### src/rtl/mem_loader.sv
// Serial program loader: byte stream (count, then little-endian words) into RAM words 0..n-1.
// Optional trailing XOR checksum byte when MEM_LOADER_CHECKSUM_EN is defined.
module mem_loader #(
    parameter int ADDR_W = 8
) (
    input  logic              clk,
    input  logic              reset,
    input  logic              start,
    input  logic              in_valid,
    input  logic [7:0]        in_data,
    output logic              in_ready,
    output logic              we,
    output logic [ADDR_W-1:0] wa,
    output logic [2:0]        wm,
    output logic [31:0]       wd,
    output logic              busy,
    output logic              done,
    output logic              err
);

    typedef enum logic [2:0] {
        S_IDLE, S_COUNT, S_DATA, S_WRITE, S_SUM, S_DONE
    } state_t;

    state_t            state_q, state_d;
    logic [ADDR_W:0]   n_q, n_d;
    logic [ADDR_W:0]   words_q, words_d;
    logic [ADDR_W-1:0] addr_q, addr_d;
    logic [ADDR_W-1:0] wa_q, wa_d;
    logic [1:0]        idx_q, idx_d;
    logic [23:0]       buf_q, buf_d;
    logic [31:0]       wd_q, wd_d;
    logic              rdy_q, rdy_d;
    logic              we_q, we_d;
    logic              busy_q, busy_d;
    logic              done_q, done_d;
    logic              xfer;
`ifdef MEM_LOADER_CHECKSUM_EN
    logic [7:0]        sum_q, sum_d;
    logic              err_q, err_d;
`endif

    assign xfer = in_valid && rdy_q;

    always_comb begin
        state_d = state_q;
        n_d     = n_q;
        words_d = words_q;
        addr_d  = addr_q;
        wa_d    = wa_q;
        idx_d   = idx_q;
        buf_d   = buf_q;
        wd_d    = wd_q;
`ifdef MEM_LOADER_CHECKSUM_EN
        sum_d   = sum_q;
        err_d   = err_q;
`endif
        case (state_q)
            S_IDLE, S_DONE: begin
                if (start) begin
                    state_d = S_COUNT;
                    addr_d  = '0;
                    words_d = '0;
`ifdef MEM_LOADER_CHECKSUM_EN
                    sum_d   = '0;
                    err_d   = 1'b0;
`endif
                end
            end
            S_COUNT: begin
                if (xfer) begin
                    // A zero count means a full RAM image.
                    n_d     = (in_data == 8'd0) ? {1'b1, {ADDR_W{1'b0}}}
                                                : (ADDR_W+1)'(in_data);
                    idx_d   = 2'd0;
                    state_d = S_DATA;
                end
            end
            S_DATA: begin
                if (xfer) begin
                    idx_d = idx_q + 2'd1;
`ifdef MEM_LOADER_CHECKSUM_EN
                    sum_d = sum_q ^ in_data;
`endif
                    case (idx_q)
                        2'd0: buf_d[7:0]   = in_data;
                        2'd1: buf_d[15:8]  = in_data;
                        2'd2: buf_d[23:16] = in_data;
                        default: begin
                            wd_d    = {in_data, buf_q};
                            wa_d    = addr_q;
                            state_d = S_WRITE;
                        end
                    endcase
                end
            end
            S_WRITE: begin
                words_d = words_q + 1'b1;
                if (words_d == n_q) begin
`ifdef MEM_LOADER_CHECKSUM_EN
                    state_d = S_SUM;
`else
                    state_d = S_DONE;
`endif
                end else begin
                    addr_d  = addr_q + 1'b1;
                    state_d = S_DATA;
                end
            end
`ifdef MEM_LOADER_CHECKSUM_EN
            S_SUM: begin
                if (xfer) begin
                    err_d   = (in_data != sum_q);
                    state_d = S_DONE;
                end
            end
`endif
            default: state_d = S_IDLE;
        endcase

        rdy_d  = (state_d == S_COUNT) || (state_d == S_DATA) || (state_d == S_SUM);
        we_d   = (state_d == S_WRITE);
        busy_d = (state_d != S_IDLE) && (state_d != S_DONE);
        done_d = (state_d == S_DONE);
    end

    always_ff @(posedge clk) begin
        if (reset) begin
            state_q <= S_IDLE;
            n_q     <= '0;
            words_q <= '0;
            addr_q  <= '0;
            wa_q    <= '0;
            idx_q   <= '0;
            buf_q   <= '0;
            wd_q    <= '0;
            rdy_q   <= 1'b0;
            we_q    <= 1'b0;
            busy_q  <= 1'b0;
            done_q  <= 1'b0;
`ifdef MEM_LOADER_CHECKSUM_EN
            sum_q   <= '0;
            err_q   <= 1'b0;
`endif
        end else begin
            state_q <= state_d;
            n_q     <= n_d;
            words_q <= words_d;
            addr_q  <= addr_d;
            wa_q    <= wa_d;
            idx_q   <= idx_d;
            buf_q   <= buf_d;
            wd_q    <= wd_d;
            rdy_q   <= rdy_d;
            we_q    <= we_d;
            busy_q  <= busy_d;
            done_q  <= done_d;
`ifdef MEM_LOADER_CHECKSUM_EN
            sum_q   <= sum_d;
            err_q   <= err_d;
`endif
        end
    end

    assign in_ready = rdy_q;
    assign we       = we_q;
    assign wa       = wa_q;
    assign wm       = 3'b010;
    assign wd       = wd_q;
    assign busy     = busy_q;
    assign done     = done_q;
`ifdef MEM_LOADER_CHECKSUM_EN
    assign err      = err_q;
`else
    assign err      = 1'b0;
`endif

endmodule

### config.mk
export PLATFORM = sky130hd
export DESIGN_NAME = mem_loader
export DESIGN_NICKNAME = d
export VERILOG_FILES = /design/src/rtl/mem_loader.sv
export SDC_FILE = /design/constraint.sdc
export NUM_CORES = 1
export LEC_CHECK = 0
export BUFFER_PORTS_ARGS = -buffer_cell sky130_fd_sc_hd__buf_2
export CAP_MARGIN = 15
export CORE_ASPECT_RATIO = 1.5
export CORE_MARGIN = 2
export CORE_UTILIZATION = 51
export CTS_CLUSTER_SIZE = 25
export DETAILED_ROUTE_END_ITERATION = 12
export PLACE_DENSITY = 0.85
export SYNTH_ARGS = -nofsm -noshare
export SYNTH_HDL_FRONTEND = slang
export SYNTH_SLANG_ARGS = --single-unit
### constraint.sdc
create_clock -name clk -period 2.02 [get_ports clk]
set_input_delay 0.303 -clock clk [delete_from_list [all_inputs] [get_ports clk]]
set_output_delay 0.303 -clock clk [all_outputs]
set_load 0.02 [all_outputs]
# Yosys cells after proc, flatten, opt, wreduce, memory -nomap -nowiden
# Index checks and enable logic that the tools add are counted.
word_totals:
  elab_cells: 70
  out_inout_bits: 48
  in_bits: 12
  register_bits: 99
classes:
  n_reduce_logical: 20
  bitwise_logic: 1
  n_addsub: 3
  n_eq_ne: 17
  n_mux: 15
op_table:
  columns: ["operator", "n"]
  rows:
  - ["$mux W9", 2]
  - ["$pmux W9 S2", 1]
  - ["$reduce_and A3 Y1", 6]
  - ["$mux W8", 2]
  - ["$pmux W8 S2", 1]
  - ["$mux W3", 5]
  - ["$eq A3 B2 Y1 const B", 4]
  - ["$pmux W3 S4", 1]
  - ["$add A9 B1 Y9 const B", 1]
  - ["$eq A3 B3 Y1 const B", 3]
  - ["$eq A9 B9 Y1", 1]
  - ["$add A8 B1 Y8 const B", 1]
  - ["$logic_not A8 Y1", 1]
  - ["$ne A2 B2 Y1 const B", 4]
  - ["$eq A3 B1 Y1 const B", 2]
  - ["$mux W2", 2]
  - ["$pmux W2 S2", 1]
  - ["$reduce_and A2 Y1", 2]
  - ["$reduce_bool A2 Y1", 2]
  - ["$logic_not A3 Y1", 1]
  - ["$ne A3 B3 Y1 const B", 1]
  - ["$reduce_bool A3 Y1", 1]
  - ["$reduce_or A3 Y1", 1]
  - ["$add A2 B1 Y2 const B", 1]
  - ["other kinds (7)", 9]

# Logic depth before layout (Yosys ltp)
depth:
  depth_word: 8
  mapped_depth: 9
  depth_no_buf: 7

# Worst setup path before layout
# No wires, ideal clock.
synth_path:
  path_type: "register to register"
  start: "register words_q[0]"
  end: "register addr_q[2]"
  setup_ns: 0.120
  t_arrival_ns: 1.915
  slack_ns: -0.015
  stages_incl_launch_ff: 9
  synth_period_minus_slack_ns: 2.035
  path_buffers: 1
  cell_sequence: "dfxtp_1 -> ha_1 -> buf_6 -> and2_4 -> nor2b_4 -> o311a_1 -> o2111ai_2 -> nor3_1 -> a211o_1"
synth_between:
  elab_chain_len: 4
synth_lines:
  columns: ["item", "line_no", "source"]
  rows:
  - ["start: declaration", "27", "logic [ADDR_W:0] words_q, words_d;"]
  - ["start signal: assignment", "148", "words_q <= words_d;"]
  - ["$add A9 B1 Y9", "98", "words_d = words_q + 1'b1;"]
  - ["$eq A9 B9 Y1", "99", "if (words_d == n_q) begin"]
  - ["$ne A2 B2 Y1 (no line)", null, null]
  - ["$reduce_and A3 Y1 (no line)", null, null]
  - ["end signal: assignment", "149", "addr_q <= addr_d;"]
  - ["end: declaration", "28", "logic [ADDR_W-1:0] addr_q, addr_d;"]
# Every way passes these cells.
# A chain may end at the register's enable or synchronous reset.

# Worst setup path after layout
layout_path:
  start: "register n_q[8]"
  end: "register addr_q[6]"
layout_between:
  elab_chain_len: 3
layout_lines:
  columns: ["item", "line_no", "source"]
  rows:
  - ["start: declaration", "26", "logic [ADDR_W:0] n_q, n_d;"]
  - ["start signal: assignment", "147", "n_q <= n_d;"]
  - ["$eq A9 B9 Y1", "99", null]
  - ["$ne A2 B2 Y1 (no line)", null, null]
  - ["$reduce_and A3 Y1 (no line)", null, null]
# Every way passes these cells.

==> results.yml <==
power:
  pwr_density_cell_nw_per_um2: 731.7
  internal-power_mw: 2.884
  power_switching_share: 0.2308
  power.net_switching_mw: 0.8653
  power_mw: 3.749
  p_seq_frac: 0.525
  power_frac_comb: 0.049
  max-vdd-ir-drop_mv: 0.7007
  clock_power_share: 0.426
  p_leak_nw: 2.034
sta:
  fin_crit_ns: 2.019
  timing.max_slew.rel_slack: 0.6390
  finalMaxSlewViolations: 0
  min_period_over_period: 0.9996
  fin_skew_ns: 0.007210
  max_freq_mhz: 495.2
  worst_pin_slew_ns: 0.5401
  timing.final.ws_setup_ns: 0.0007760
  hold_violations: 0
  endpoints_failing_setup: 0
  tns_ns: 0
synthesis:
  ys_seq_area_frac: 0.4564
  synthesis.instances: 542
  synthDominantCellAreaShare: 0.4564
  synth_top_area_cell: "sky130_fd_sc_hd__dfxtp_1"
  ys_dominant_reg_cell: "sky130_fd_sc_hd__dfxtp_1"
  synth_seq_cells: 99
  synth_enable_flop_cells: 0
  netlist_area_um2: 4343
  postSynthAreaPerCell_um2: 8.013
  yosysWarningCount: 0
  synth_cell_type_count: 56
  ys_top_cells_by_area: "sky130_fd_sc_hd__dfxtp_1, sky130_fd_sc_hd__nand2_1, sky130_fd_sc_hd__a21oi_1, sky130_fd_sc_hd__nor2_1, sky130_fd_sc_hd__mux2i_1"
  async_flop_share: 0
route:
  residual_drc_count: 0
  total_via_count_after_detailed_routing: 4034
  average_routed_wire_per_standard_cell_um: 15.58
  vias_per_cell: 5.706
  first_pass_iters: 5
  detailedRoute.firstIterationViolations: 349
  detail-route-antenna-nets: 0
  route.final.wire_length_um: 11010
global_routing:
  grtUsageTotal: 0.2370
  grt_max_degree: 47
  first_pass_grt_wire_length_um: 17240
  grt.busiest_layer: "met2"
  antenna_found_initial: 0
  gr_met1_demand_resource: 0.2586
  grt_remaining_overflow: 0
  groute.layer.met3.usage: 0.04525
  first_global_vias: 3758
  groute.layer.met2.usage: 0.4277
critical_path:
  setup.reg_to_reg.worst_slack_ns: 0.0008
  critPathArrivalTime_ns: 2.22
  crit_path_category: "reg2reg"
  critical_path.reg2reg.startpoint: "n_q[8]"
  regToRegEndpoint: "addr_q[6]"
  critical_path.startpoint_type: "flop"
  setup_crit_end_kind: "flop"
  crit_path_max_fanout: 8
  worstPathRequired_ns: 2.22
  r2r.worst_path.cells: 9
clock_tree:
  clock-sinks: 99
  path_clk_slew_ns: 0.07
  worst_skew_pair_latency_ns: 0.34
  post_cts_hold_buffer_count: 0
  clk_path_buf_depth: 2
  cts_buffers: 9
  clock_tree_from_tritoncts: "done"
  cts_max_level: 3
  buffer_type_at_the_clock_tree_root: "sky130_fd_sc_hd__clkbuf_16"
outcome:
  outcome: "completed"
floorplan:
  die_w_um: 79.35
  initial_utilization: 0.5194
  floorplan.io_pins: 60
  num_rows: 41
  die_area_um2: 9285
  die_height_um: 117.0
  floorplan.core_area_um2: 8362
min_path:
  min_delay_path_depth: 3
  worst_hold_path.endpoint: "buf_q[2]"
  min_from: "in_data[2]"
  min_path_type: "in2reg"
finish:
  layout.nets: 614
  flow.area_growth_from_synthesis_pct: 17.98
  post_route_cells_drive_above_1_share: 0.2050
  antennaDiodeCount: 0
  layoutNonFillerInstCount: 707
placement:
  dp_hpwl_um: 7355
  placement.io_buffers: 55
  numPlacedInstances: 689
  place_congestion: 0.9322
  place_worst_setup_slack_ns: -0.005286
flow_run:
  max-cap-violations: 0
final cells by class:
type                       instances  area (um^2)
inverter                           4        15.01
multi-input combinational        403         2227
timing repair buffer              79        479.2
fill                             697         3238
tap                              107        133.9
sequential                        99         1993
clock inverter                     5        36.28
clock buffer                      10        239.0
cells in the final DEF (no fill, tap or decap), types with 3 or more instances in the layout:
cell type	synthesis	final
sky130_fd_sc_hd__nand2_1	165	165
sky130_fd_sc_hd__dfxtp_1	99	92
sky130_fd_sc_hd__a21oi_1	82	82
sky130_fd_sc_hd__buf_2	13	55
sky130_fd_sc_hd__nor2_1	29	28
sky130_fd_sc_hd__buf_4	6	20
sky130_fd_sc_hd__nor3_1	12	11
sky130_fd_sc_hd__mux2i_1	9	9
sky130_fd_sc_hd__clkbuf_16	0	9
sky130_fd_sc_hd__and2_1	9	8
sky130_fd_sc_hd__xnor2_1	8	7
sky130_fd_sc_hd__nand3_1	7	6
sky130_fd_sc_hd__nor4_1	6	6
sky130_fd_sc_hd__dfxtp_2	0	6
sky130_fd_sc_hd__o21ai_0	7	5
sky130_fd_sc_hd__o2bb2ai_1	5	5
sky130_fd_sc_hd__ha_1	6	5
sky130_fd_sc_hd__inv_1	4	4
sky130_fd_sc_hd__o21ai_1	2	4
sky130_fd_sc_hd__xor2_1	4	4
sky130_fd_sc_hd__o211a_1	4	4
sky130_fd_sc_hd__conb_1	2	4
sky130_fd_sc_hd__nand4_1	3	3
sky130_fd_sc_hd__buf_6	3	3
cell usage after synthesis (all sizes together) (5+ instances only):
cell	number
nand2	165
dfxtp	99
a21oi	82
nor2	30
buf	22
clkbuf	16
nor3	12
and2	10
mux2i	9
o21ai	9
nand3	8
xnor2	8
ha	6
nor4	6
o2bb2ai	5
o311ai	5
per-layer routing:
layer  up-vias  part of all wire
met3        37             0.054
met4         0             0.035
li1       1935                 -
met1      1910              0.38
met5         -                 0
met2       152              0.54
worst max-delay path by stage:
stage,slack (ns),from,endpoint,depth (start not counted)
final,0.0008,n_q[8],addr_q[6],9
after global routing,-0.05,words_q[8],addr_q[6],9
after CTS,0.01,words_q[0],addr_q[6],8
after detailed placement,-0.005,words_q[3],addr_q[6],7
after global placement,0.05,words_q[3],addr_q[6],7
after floorplan,0.01,words_q[0],addr_q[2],8
power groups by stage:
stage	sequential (mW)	combinational (mW)	clock, mW
floorplan	2.02	0.112	0
global placement	2.01	0.166	0
detailed placement	2.01	0.172	0
CTS	1.97	0.174	1.62
global route	1.97	0.198	1.69
finish	1.97	0.184	1.60
worst max-delay path, stage by stage (launching register included):
cell                        delay, ns
sky130_fd_sc_hd__dfxtp_1         0.38
sky130_fd_sc_hd__xor2_1          0.26
sky130_fd_sc_hd__buf_4           0.19
sky130_fd_sc_hd__o211a_1         0.14
sky130_fd_sc_hd__o211a_1         0.19
sky130_fd_sc_hd__a211oi_4        0.04
sky130_fd_sc_hd__buf_4           0.17
sky130_fd_sc_hd__buf_4           0.17
sky130_fd_sc_hd__o2111ai_1       0.20
sky130_fd_sc_hd__o311ai_1        0.13
sequential cells by signal, indices dropped and copies added (netlist names):
| register | cells |
|---|---|
| busy | 1 |
| words_q | 9 |
| buf_q | 24 |
| done | 1 |
| n_q | 9 |
| we | 1 |
| wa | 8 |
| in_ready | 1 |
| idx_q | 2 |
| addr_q | 8 |
| state_q | 3 |
| wd | 32 |
logic make-up after synthesis:
group	count (synthesis)	synth area share
other cells	2	0.001729
simple gates	252	0.2553
buf+inv	42	0.05042
compound gates	120	0.1740
flops	99	0.4564
xor+xnor	12	0.02420
mux	9	0.02074
fa+ha+maj	6	0.01729
repair_timing:
item,4_1_cts,5_1_grt
buffers inserted,1,2
cloned,0,0
resized for setup,1,25
endpoints found under the setup margin,1,39
pin swaps,2,7
endpoints found under the hold margin,0,0
per-stage QoR:
| stage | utilization | instance area [um^2] | hold WS (ns) |
|---|---|---|---|
| final | 0.6127 | 5124 | 0.2737 |
| after global routing | 0.6127 | 5124 | 0.2771 |
| after CTS | 0.5991 | 5010 | 0.2597 |
| after detailed placement | 0.5652 | 4726 | 0.4430 |
| after global placement | 0.5652 | 4726 | 0.4378 |
| after floorplan | - | 4350 | 0.4321 |
Power figures use the tool's default switching activity.
